### config.mk
export PLATFORM = sky130hd
export DESIGN_NAME = rr_mux8_arbiter
export DESIGN_NICKNAME = d
export VERILOG_FILES = /design/src/rtl/rr_mux8_arbiter.sv
export SDC_FILE = /design/constraint.sdc
export NUM_CORES = 1
export LEC_CHECK = 0
export CORE_MARGIN = 5
export CORE_UTILIZATION = 54
export CTS_BUF_LIST = sky130_fd_sc_hd__clkbuf_16
export DETAILED_ROUTE_END_ITERATION = 10
export GPL_TIMING_DRIVEN = 0
export HOLD_SLACK_MARGIN = 0.06
export PLACE_DENSITY_LB_ADDON = 0.25
export SLEW_MARGIN = 10
export SYNTH_ARGS = -nofsm -noshare
export SYNTH_HDL_FRONTEND = slang
export SYNTH_SLANG_ARGS = --single-unit
export TNS_END_PERCENT = 5
### constraint.sdc
create_clock -name clk -period 3.7 [get_ports clk]
set_input_delay 0.74 -clock clk [delete_from_list [all_inputs] [get_ports clk]]
set_output_delay 0.74 -clock clk [all_outputs]
set_load 0.05 [all_outputs]
### src/rtl/rr_mux8_arbiter.sv
// rtl/rr_mux8_arbiter.sv - round-robin arbiter owning the select of an 8:1 single-bit mux
module rr_mux8_arbiter #(
    parameter int unsigned MAX_HOLD = 4
) (
    input  logic       clk,
    input  logic       rst_n,
    input  logic [7:0] req,
    input  logic [7:0] data_in,
    output logic [7:0] grant,
    output logic [2:0] sel,
    output logic       busy,
    output logic       out
);

    typedef enum logic {
        IDLE  = 1'b0,
        GRANT = 1'b1
    } state_t;

    state_t     state, state_n;
    logic [7:0] grant_n;
    logic [2:0] sel_n;
    logic       busy_n;
    logic [3:0] hold_cnt, hold_n;
    logic [2:0] last, last_n;

    logic [7:0] cand;
    logic       other_pending;
    logic       hold_expired;
    logic       release_now;

    // First set bit of mask, scanning upward from start with 3-bit wrap.
    function automatic logic [2:0] rr_pick(input logic [2:0] start, input logic [7:0] mask);
        logic [2:0] idx;
        logic       found;
        rr_pick = start;
        found   = 1'b0;
        for (int k = 0; k < 8; k++) begin
            idx = start + 3'(k);
            if (!found && mask[idx]) begin
                rr_pick = idx;
                found   = 1'b1;
            end
        end
    endfunction

    assign cand          = req & ~grant;
    assign other_pending = |cand;
    assign hold_expired  = (hold_cnt == 4'(MAX_HOLD));
    assign release_now   = !req[sel] || (hold_expired && other_pending);

    always_comb begin
        state_n = state;
        grant_n = grant;
        sel_n   = sel;
        busy_n  = busy;
        hold_n  = hold_cnt;
        last_n  = last;
        case (state)
            IDLE: begin
                if (req != 8'h00) begin
                    sel_n   = rr_pick(last + 3'd1, req);
                    grant_n = 8'(1) << sel_n;
                    busy_n  = 1'b1;
                    hold_n  = 4'd1;
                    last_n  = sel_n;
                    state_n = GRANT;
                end
            end
            GRANT: begin
                if (!release_now) begin
                    if (!hold_expired) begin
                        hold_n = hold_cnt + 4'd1;
                    end
                end else if (other_pending) begin
                    // Handover: the released requester is already masked out of cand.
                    sel_n   = rr_pick(sel + 3'd1, cand);
                    grant_n = 8'(1) << sel_n;
                    hold_n  = 4'd1;
                    last_n  = sel_n;
                end else begin
                    grant_n = 8'h00;
                    busy_n  = 1'b0;
                    hold_n  = 4'd0;
                    last_n  = sel;
                    state_n = IDLE;
                end
            end
            default: state_n = IDLE;
        endcase
    end

    always_ff @(posedge clk or negedge rst_n) begin
        if (!rst_n) begin
            state    <= IDLE;
            grant    <= 8'h00;
            sel      <= 3'd0;
            busy     <= 1'b0;
            hold_cnt <= 4'd0;
            last     <= 3'd7;
        end else begin
            state    <= state_n;
            grant    <= grant_n;
            sel      <= sel_n;
            busy     <= busy_n;
            hold_cnt <= hold_n;
            last     <= last_n;
        end
    end

    assign out = busy ? data_in[sel] : 1'b0;

endmodule

==> results.md <==
- Sequential area share after synthesis: 14.90%
- DR WL/cell: 21.19 um
- Slew Viols, Final: 0
- Via density: 7.063
- Critical Path AT: 4030 ps
- Total gr overflow: 0
- Via count: 3482
- Top cell type's share of synthesized area: 14.64%
- Critical Path Fanout Max: 5
- EDFF count, synth: 0
- Final setup viols: 9
- Largest cells by area after synthesis: mux4_2, dfrtp_1, mux2i_1
- Reg-to-Reg Start: last[0]
- DRC: 0
- IO buf count: 30
- Post-CTS Hold Buffers: 0
- Hold path endpoint: busy
- Bufs on Longest Clock Path: 2
- Post-synthesis net count: 387
- First-pass GRT wire length: 16370 um
- Util after Layout: 71.09%
- Unrepaired setup endpoints after global routing: yes
- Post-DP HPWL: 7278 um
- Vias in the first global route: 3286
- Flop2flop setup slack: -140 ps
- Fraction of registers with async set/reset: 100.0%
- Achievable clock frequency: 260.2 MHz
- Yosys reg bits: 20
- Final period utilization: 103.9%
- Avg Synthesized Cell Area: 9.320 um2
- Worst skew pair latency: 250 ps
- Crit path cell chain: buf_8, inv_6, buf_8, ha_4, buf_6, mux4_2, mux2i_2, a21bo_2, a2111oi_4, a311oi_2, buf_4, xnor2_4, nand2_2, or3_1, nand3_1
- H-tree levels: 1
- Crit path capture type: flop
- Core Region: 5991 um2
- Die width: 89.16 um
- WHS Path Cells: 1
- CP required: 3890 ps
- Worst Max-Slew Pin Slew: 897.1 ps
- Routed WL: 10450 um
- Highest-delay cell along the critical path: mux4_2
- Met2 Track Usage GR: 41.13%
- Crit path top cell by count: buf_8
- Die height: 89.16 um
- RePlAce Congestion: 0.9983
- CP startpoint: last[0]
- Critical setup path kind: reg -> reg
- 1st-iter DRT viols: 350
- # nets final: 443
- Tot GR Track Use: 25.90%
- Commonest non-fill, non-tap cell in the layout: nand2_1
- Most frequent cells in the layout: nand2_1, clkdlybuf4s50_1, nor2_1, buf_4, mux4_2
- Crit path max-delay family: multiplexers
- CTS root buf: clkbuf_16
- TritonCTS clock tree: built
- Pre-Repair DR Iteration Count: 5
- Worst-path clk slew: 60 ps
- Hold crit path type: reg -> reg
- Area delta synth->final: 25.89%
- Filler cells: 425
- Worst slew margin: 40.00%
- HP Start: busy
- Diode count: 0
- Synth warn: 0
- Max Cap Viol: 0
- Die area: 7949 um2
- IO Pins: 31
- Gr busiest metal: met2
- Post-route worst setup slack: -143.6 ps
- Status: finished with violations
- Layout cells sized above 1: 28.71%
- CP Buf/Inv Count: 5
- Final ANT Viol Nets: 0
- Largest net degree at the start of global routing: 21
- Failing checks: negative setup slack
- Worst Skew: 3.441 ps
- Most used flip-flop cell after synthesis: dfrtp_1
- Crit path time final: 3844 ps
- Critical Path Source Type: flop
- CTS sink count: 20
- R2R Path End: grant[4]
- Met1 GRT Util: 36.88%
- CTS Buf Count: 3
- Syn Inst Count: 363
- Starting Density: 56.47%
- Final hold vios: 0
- Initial antenna violation count: 0
- Met3 usage: 3.963%
- Cell variety after synth: 78
- Site row count: 28
- Netlist Area Pre-Place: 3383 um2
- Reg2Reg Depth: 15
- Biggest area consumer among synthesized cells: mux4_2
- CP peak stage delay: 560 ps
worst register-to-register path, cell delays in order (launching register included):
cell,delay [ps]
dfstp_2,540
buf_8,110
inv_6,40
buf_8,120
ha_4,270
buf_6,120
mux4_2,560
mux2i_2,280
a21bo_2,300
a2111oi_4,390
a311oi_2,90
buf_4,190
xnor2_4,200
nand2_2,100
or3_1,390
nand3_1,70
synth_stat cells (4+ instances only):
master / number
ha_1: 6
nor3b_1: 4
clkbuf_1: 14
mux4_2: 22
nor2b_1: 10
buf_6: 4
a221o_1: 5
nand2_1: 42
o21ai_0: 9
a22oi_1: 5
nor2_1: 28
mux2i_1: 29
nor3_1: 5
nand2b_1: 11
buf_2: 5
inv_1: 9
a32oi_1: 6
dfrtp_1: 17
o211ai_1: 7
xnor2_2: 5
mux4_1: 4
nand3_1: 11
o221ai_1: 5
xnor2_1: 4
mux2_2: 6
a21oi_1: 11
worst max-delay path by stage:
| stage | end | slack, ps | cells after the start |
|---|---|---|---|
| after global placement | last[2] | -610 | 14 |
| final | grant[4] | -140 | 15 |
| after CTS | grant[0] | 20 | 9 |
| after detailed placement | last[2] | -680 | 14 |
| after floorplan | grant[4] | 3 | 16 |
| after global routing | grant[4] | -210 | 15 |
registers in the layout, summed over array words and instances, names as in the netlist:
name,flops
busy,1
state,1
last,3
sel,3
grant,8
hold_cnt,4
timing repair:
item / CTS / global route
gates cloned: 1 / 0
gates resized for setup: 29 / 27
hold endpoints to repair: 0 / 0
pin swaps: 6 / 6
endpoints found under the setup margin: 14 / 14
buffers inserted: 10 / 10
per-stage QoR:
step / setup slack [ps] / cell area (um2) / instances / hold WS (ps) / TNS (ps)
after floorplan: 3.232 / 3403 / 363 / 444.4 / 0
after global placement: -610.4 / 3797 / 468 / 511.9 / -6307
after detailed placement: -682.2 / 3797 / 468 / 525.9 / -7397
after CTS: 19.27 / 4118 / 483 / 537.2 / 0
after global routing: -210.2 / 4259 / 493 / 575.3 / -1132
final: -143.6 / 4259 / 493 / 545.2 / -635.7
cell type report:
type | count | area (um2) | area share [%]
inverter | 10 | 42.54 | 0.9988
tap | 75 | 93.84 | 2.203
clock inverter | 1 | 3.754 | 0.08813
timing repair buffer | 51 | 457.9 | 10.75
sequential | 20 | 504.2 | 11.84
buffer | 28 | 201.4 | 4.730
multi-input combinational | 305 | 2880 | 67.63
clock buffer | 3 | 75.07 | 1.763
cells by family after synthesis:
group,count (synthesis),share of synthesized area (%)
AND/OR/NAND/NOR,132,19.93
AO/OA/AOI/OAI,89,21.08
multiplexers,64,29.59
XOR/XNOR,14,6.657
buffers and inverters,38,5.621
adder cells (fa/ha/maj),6,2.219
flip-flops,20,14.90
metal layers:
metal	vias up	wire, um
met4	0	234
li1	1533	-
met5	-	0
met3	34	1025
met2	244	4967
met1	1671	4217
Power is left out: the tool's default activity adds up to more than one toggle a clock period on the data nets, which glitch-free logic cannot reach.
